[src/rtl/alu_sched_pkg.sv]
// Shared types, widths and the ROB age helper for the ALU issue scheduler.
package alu_sched_pkg;

  localparam int unsigned ALU_CMD_W = 10;
  localparam int unsigned DATA_W    = 64;
  localparam int unsigned ROB_SIZE  = 32;
  localparam int unsigned ROB_TAG_W = $clog2(ROB_SIZE + 1);

  // Holding register state: EMPTY / FULL.
  typedef enum logic {StEmpty, StFull} sched_state_e;

  typedef struct packed {
    logic [DATA_W-1:0]    val1;
    logic [DATA_W-1:0]    val2;
    logic [ALU_CMD_W-1:0] commands;
    logic [ROB_TAG_W-1:0] tag;
  } alu_issue_t;

  // Distance of a tag from the ROB head, wrapping at rob_size.
  function automatic int unsigned robAge(input int unsigned tag, input int unsigned head,
                                         input int unsigned rob_size);
    if (tag >= head) begin
      return tag - head;
    end
    return tag + rob_size - head;
  endfunction

endpackage

[src/rtl/oldest_ready_select.sv]
// Combinational oldest-ready picker: minimum ROB age among requesters, lowest index on ties.
module oldest_ready_select
  import alu_sched_pkg::*;
#(
  parameter int unsigned NUM_RS     = 4,
  parameter int unsigned ROBsize    = 32,
  parameter int unsigned ROBsizeLog = $clog2(ROBsize + 1),
  parameter int unsigned IdxW       = (NUM_RS > 1) ? $clog2(NUM_RS) : 1
) (
  input  logic [NUM_RS-1:0]            i_req,
  input  logic [NUM_RS*ROBsizeLog-1:0] i_tag,
  input  logic [ROBsizeLog-1:0]        i_head,
  output logic [IdxW-1:0]              o_winner,
  output logic [NUM_RS-1:0]            o_onehot,
  output logic                         o_any_valid
);

  logic [ROBsizeLog-1:0] w_age;
  logic [ROBsizeLog-1:0] w_best_age;
  logic                  w_found;

  // Scan entries; strict less-than keeps the lowest index on equal ages.
  always_comb begin
    w_age      = '0;
    w_best_age = '0;
    w_found    = 1'b0;
    o_winner   = '0;
    for (int i = 0; i < NUM_RS; i++) begin
      w_age = ROBsizeLog'(robAge(32'(i_tag[i*ROBsizeLog +: ROBsizeLog]), 32'(i_head), ROBsize));
      if (i_req[i] && (!w_found || (w_age < w_best_age))) begin
        w_found    = 1'b1;
        w_best_age = w_age;
        o_winner   = IdxW'(i);
      end
    end
    o_onehot           = '0;
    o_onehot[o_winner] = w_found;
    o_any_valid        = w_found;
  end

endmodule

[src/rtl/alu_issue_scheduler.sv]
// Grants the oldest ready RS entry and holds its op in a valid/canGo register for the ALU.
module alu_issue_scheduler
  import alu_sched_pkg::*;
#(
  parameter int unsigned ROBsize    = 32,
  parameter int unsigned ROBsizeLog = $clog2(ROBsize + 1),
  parameter int unsigned NUM_RS     = 4,
  parameter int unsigned CNT_W      = 16
) (
  input  logic                           clk_i,
  input  logic                           reset_i,
  input  logic [NUM_RS-1:0]              req_i,
  input  logic [NUM_RS*ROBsizeLog-1:0]   reqTag_i,
  input  logic [NUM_RS*DATA_W-1:0]       reqVal1_i,
  input  logic [NUM_RS*DATA_W-1:0]       reqVal2_i,
  input  logic [NUM_RS*ALU_CMD_W-1:0]    reqCommands_i,
  input  logic [ROBsizeLog-1:0]          robHead_i,
  input  logic                           canGo_i,
  input  logic                           flush_i,
  output logic [NUM_RS-1:0]              grant_o,
  output logic [DATA_W-1:0]              aluVal1_o,
  output logic [DATA_W-1:0]              aluVal2_o,
  output logic [ALU_CMD_W-1:0]           aluCommands_o,
  output logic [ROBsizeLog-1:0]          aluTag_o,
  output logic                           aluValid_o,
  output logic                           stall_o,
  output logic [CNT_W-1:0]               issueCount_o
);

  localparam int unsigned IdxW = (NUM_RS > 1) ? $clog2(NUM_RS) : 1;

  logic [IdxW-1:0]   w_winner;
  logic [NUM_RS-1:0] w_onehot;
  logic              w_any;
  logic              w_load;
  alu_issue_t        w_sel;

  sched_state_e      r_state;
  alu_issue_t        r_issue;
  logic [CNT_W-1:0]  r_count;

  oldest_ready_select #(
    .NUM_RS    (NUM_RS),
    .ROBsize   (ROBsize),
    .ROBsizeLog(ROBsizeLog),
    .IdxW      (IdxW)
  ) u_select (
    .i_req      (req_i),
    .i_tag      (reqTag_i),
    .i_head     (robHead_i),
    .o_winner   (w_winner),
    .o_onehot   (w_onehot),
    .o_any_valid(w_any)
  );

  // Mux the winning entry's payload into the holding-register format.
  always_comb begin
    w_sel = '0;
    for (int i = 0; i < NUM_RS; i++) begin
      if (w_winner == IdxW'(i)) begin
        w_sel.val1     = reqVal1_i[i*DATA_W +: DATA_W];
        w_sel.val2     = reqVal2_i[i*DATA_W +: DATA_W];
        w_sel.commands = reqCommands_i[i*ALU_CMD_W +: ALU_CMD_W];
        w_sel.tag      = ROB_TAG_W'(reqTag_i[i*ROBsizeLog +: ROBsizeLog]);
      end
    end
  end

  // Load when not flushing and the holding register is free or draining this cycle.
  always_comb begin
    w_load  = ~flush_i & (~aluValid_o | canGo_i);
    grant_o = (reset_i && w_load && w_any) ? w_onehot : '0;
  end

  // Holding-register FSM; flush wins over canGo and requests.
  always_ff @(posedge clk_i or negedge reset_i) begin
    if (!reset_i) begin
      r_state <= StEmpty;
      r_issue <= '0;
    end else begin
      case (r_state)
        StEmpty: begin
          if (!flush_i && w_any) begin
            r_state <= StFull;
            r_issue <= w_sel;
          end
        end
        StFull: begin
          if (flush_i) begin
            r_state <= StEmpty;
          end else if (canGo_i) begin
            if (w_any) begin
              r_issue <= w_sel;
            end else begin
              r_state <= StEmpty;
            end
          end
        end
        default: r_state <= StEmpty;
      endcase
    end
  end

  // Saturating count of grants.
  always_ff @(posedge clk_i or negedge reset_i) begin
    if (!reset_i) begin
      r_count <= '0;
    end else if (|grant_o && (r_count != {CNT_W{1'b1}})) begin
      r_count <= r_count + CNT_W'(1);
    end
  end

  // Outputs come straight from registers; stall is the backpressure view.
  always_comb begin
    aluValid_o    = (r_state == StFull);
    aluVal1_o     = r_issue.val1;
    aluVal2_o     = r_issue.val2;
    aluCommands_o = r_issue.commands;
    aluTag_o      = ROBsizeLog'(r_issue.tag);
    stall_o       = aluValid_o & ~canGo_i;
    issueCount_o  = r_count;
  end

endmodule

[config.mk]
export PLATFORM = sky130hd
export DESIGN_NAME = alu_issue_scheduler
export DESIGN_NICKNAME = d
export VERILOG_FILES = /design/src/rtl/alu_sched_pkg.sv /design/src/rtl/oldest_ready_select.sv /design/src/rtl/alu_issue_scheduler.sv
export SDC_FILE = /design/constraint.sdc
export NUM_CORES = 1
export LEC_CHECK = 0
export BUFFER_PORTS_ARGS = -buffer_cell sky130_fd_sc_hd__buf_2
export CAP_MARGIN = 20
export CORE_AREA = 4 4 295 297
export DETAILED_ROUTE_END_ITERATION = 10
export DIE_AREA = 0 0 299 301
export GPL_ROUTABILITY_DRIVEN = 0
export SLEW_MARGIN = 20
export SYNTH_ARGS = -nofsm -noshare
export SYNTH_HDL_FRONTEND = slang
export SYNTH_SLANG_ARGS = --single-unit
[constraint.sdc]
create_clock -name clk_i -period 9.05 [get_ports clk_i]
set_clock_uncertainty 0.15 [all_clocks]
set_input_delay 0.905 -clock clk_i [delete_from_list [all_inputs] [get_ports clk_i]]
set_output_delay 0.905 -clock clk_i [all_outputs]
set_load 0.005 [all_outputs]
==> impl_metrics.toml <==
[critical_path]
crit_top_cell = "sky130_fd_sc_hd__ha_1"
timing.critical_path.slowest_stage_cell = "sky130_fd_sc_hd__or3_1"
cp.required_ns = 8.00
r2r_setup_slack_ns = 6.07
timing.critical_path.arrival_ns = 7.51
crit-reg2reg-capture = "aluVal1_o[54]$_DFFE_PN0P_"
worst_case_reg_to_reg_path_depth = 6
max_stage_delay_ns = 0.46
critical_path.startpoint_type = "input port"
critical_path_class = "in -> out"
critical_path.endpoint_type = "output pin"
crit_path_max_fanout = 11
worst_r2r_startpoint = "aluValid_o$_DFF_PN0_"

[synth]
synthesis.instances = 1363
yosysUniqueCellTypes = 49
synth.top_cells.by_count = "169 x sky130_fd_sc_hd__nor2_1, 163 x sky130_fd_sc_hd__a21oi_1, 161 x sky130_fd_sc_hd__dfrtp_1"
synth_seq_cells = 161
async_flop_share = 1.000
top_reg_cell_synth = "sky130_fd_sc_hd__dfrtp_1"
synth-warning-count = 0
synth_edf_count = 0
synth.top_cells.by_area = "sky130_fd_sc_hd__dfrtp_1 33%, sky130_fd_sc_hd__mux2_2 13%, sky130_fd_sc_hd__a221oi_1 9.9%"
synth_area_mm2 = 0.01224
yosysMostFrequentCell = "sky130_fd_sc_hd__nor2_1"
synthDominantCellAreaShare = 0.3291
syn-mean-instance-area_um2 = 8.981
postSynthNetCount = 2033
yosysTopAreaCell = "sky130_fd_sc_hd__dfrtp_1"
synth_seq_area_share = 0.3291

[floorplan]
fp.dieH_um = 301
die_extent_in_x_um = 299
design.portCount = 756
placement_rows = 107
die_ar_mm2 = 0.09000
initial_utilization = 0.1447
fp.coreArea_mm2 = 0.08461

[sta]
fmax_mhz = 116.7
fin_hold_ws_ns = 0.2441
grt_setup_unrepaired = "false"
layout_worst_path_cycle_share = 0.9466
min_period_ns = 8.567
hold_viol_final = 0
setup_viol_count_final = 0
timing_worst_slew_pin_value_ns = 0.9538
worst_slew_margin_rel = 0.3641
slew_viol_final = 0
final.setup.tns_ns = 0

[cts]
cts.root.buffer_cell = "sky130_fd_sc_hd__clkbuf_16"
numCtsBuffers = 17
worst_skew_pair.late_latency_ns = 0.49
clock-sinks = 161
cts.htree.levels = 4
tritoncts = "built"
cts_buffer_depth = 2
path_clk_slew_ns = 0.07

[power_and_ir_drop]
leakage_nw = 8.217
p_per_area_mw_per_mm2 = 257.0
peakVddDrop_mv = 0.1998

[global_routing]
grt_pass1_wl_mm = 98.09
initial_antenna_violation_count = 37
pin_count_of_the_biggest_net_entering_global_routing = 87
via_count_of_the_first_global_routing_pass = 13970
globalRouteOverflowTotal = 0
globalRouteTotalUtil = 0.1503

[finish]
design_area_mm2 = 0.01809
final_core_utilization = 0.2138
area_growth_pct = 47.77
layout-drive-gt1-share = 0.4743
layout.nets = 2736

[placement]
port-buffer-count = 755
dpl-instance-area_mm2 = 0.01737
place.detailed.hpwl_mm = 57.85

[job]
max_capacitance_violation_total = 0

[route]
drt-initial-drc-count = 883
drt_first_pass_iters = 5
final_antenna_net_count = 0
number_of_remaining_drc_errors = 0
per_cell_routed_wire_length_um = 21.94
route.detailed.vias_per_inst = 4.424
route.vias.total = 14300
detailed_route_wire_length_mm = 70.92

[min_path]
holdCritPathClass = "in -> async"

[run_status]
run_status = "finished, final reports clean"
[logic make-up (layout without fill, tap and decap cells)]
group,count (synthesis),in the layout,synth area share
flip-flops,161,161,0.3291
XOR/XNOR,43,43,0.03076
AND/OR/NAND/NOR,393,393,0.1451
other,0,9,0
AO/OA/AOI/OAI,370,370,0.2069
adder cells (fa/ha/maj),80,80,0.09648
multiplexers,150,150,0.1365
buffers and inverters,166,882,0.05509
[sequential cells by signal, summed over array words and instances, names as in the netlist]
name,count
aluCommands_o,10
aluTag_o,6
issueCount_o,16
aluValid_o,1
aluVal2_o,64
aluVal1_o,64
[worst max-delay path by stage]
stage                             from    endpoint  depth (start not counted)
after floorplan           robHead_i[1]  grant_o[1]                         35
after global placement    robHead_i[1]  grant_o[1]                         31
after detailed placement  robHead_i[1]  grant_o[1]                         31
after CTS                 robHead_i[1]  grant_o[1]                         31
after global routing      robHead_i[2]  grant_o[1]                         31
final                     robHead_i[2]  grant_o[1]                         31
[layout by cell type, fill, tap and decap left out, types with 17 or more instances in the layout]
master,synthesis,routed
sky130_fd_sc_hd__a21oi_1,163,163
sky130_fd_sc_hd__a221oi_1,138,138
sky130_fd_sc_hd__buf_2,38,754
sky130_fd_sc_hd__buf_4,1,38
sky130_fd_sc_hd__clkbuf_16,0,17
sky130_fd_sc_hd__dfrtp_1,161,161
sky130_fd_sc_hd__fa_1,24,24
sky130_fd_sc_hd__ha_1,56,56
sky130_fd_sc_hd__inv_1,51,50
sky130_fd_sc_hd__mux2_2,136,136
sky130_fd_sc_hd__nand2_1,38,38
sky130_fd_sc_hd__nand3_1,148,148
sky130_fd_sc_hd__nor2_1,169,168
sky130_fd_sc_hd__xnor2_1,27,27
[critical path, delay by kind of cell]
family | cells | cell delay (ns)
AO/OA/AOI/OAI | 8 | 1.73
adder cells (fa/ha/maj) | 5 | 1.52
buffers and inverters | 6 | 0.78
multiplexers | 2 | 0.52
AND/OR/NAND/NOR | 10 | 2.06
[stage by stage]
stage,setup WS [ns],power (mW),std cells
floorplan,0.1260,2.648,1363
global placement,0.2572,3.834,3182
detailed placement,0.2328,3.861,3182
CTS,0.1975,4.682,3214
global route,0.04414,4.969,3225
finish,0.4831,4.649,3232
[metal layers]
metal  up-vias  track usage  routed length, um
met1      6958       0.1834              28700
li1       6470            -                  -
met2       745       0.2497              33640
met3       110      0.04996               6327
met4        16      0.04891               2141
met5         -            0                115
[area by class of cell]
cell class / count / area (um2)
timing repair buffer: 799 / 4193
fill: 9503 / 66520
sequential: 161 / 4029
antenna: 9 / 22.52
clock inverter: 15 / 173.9
inverter: 51 / 195.2
tap: 1144 / 1431
clock buffer: 17 / 425.4
multi-input combinational: 1036 / 7620
[report_power, final]
group / switching [mW] / internal, mW
clock: 0.370 / 0.414
combinational: 1.54 / 1.06
sequential: 0.207 / 1.06
total: 2.12 / 2.53
[timing repair]
item / CTS / global route
resized for setup: 0 / 7
endpoints found under the setup margin: 0 / 4
setup buffers: 0 / 9
hold buffers: 0 / 0
No activity file was read; power rests on OpenSTA's default activity.
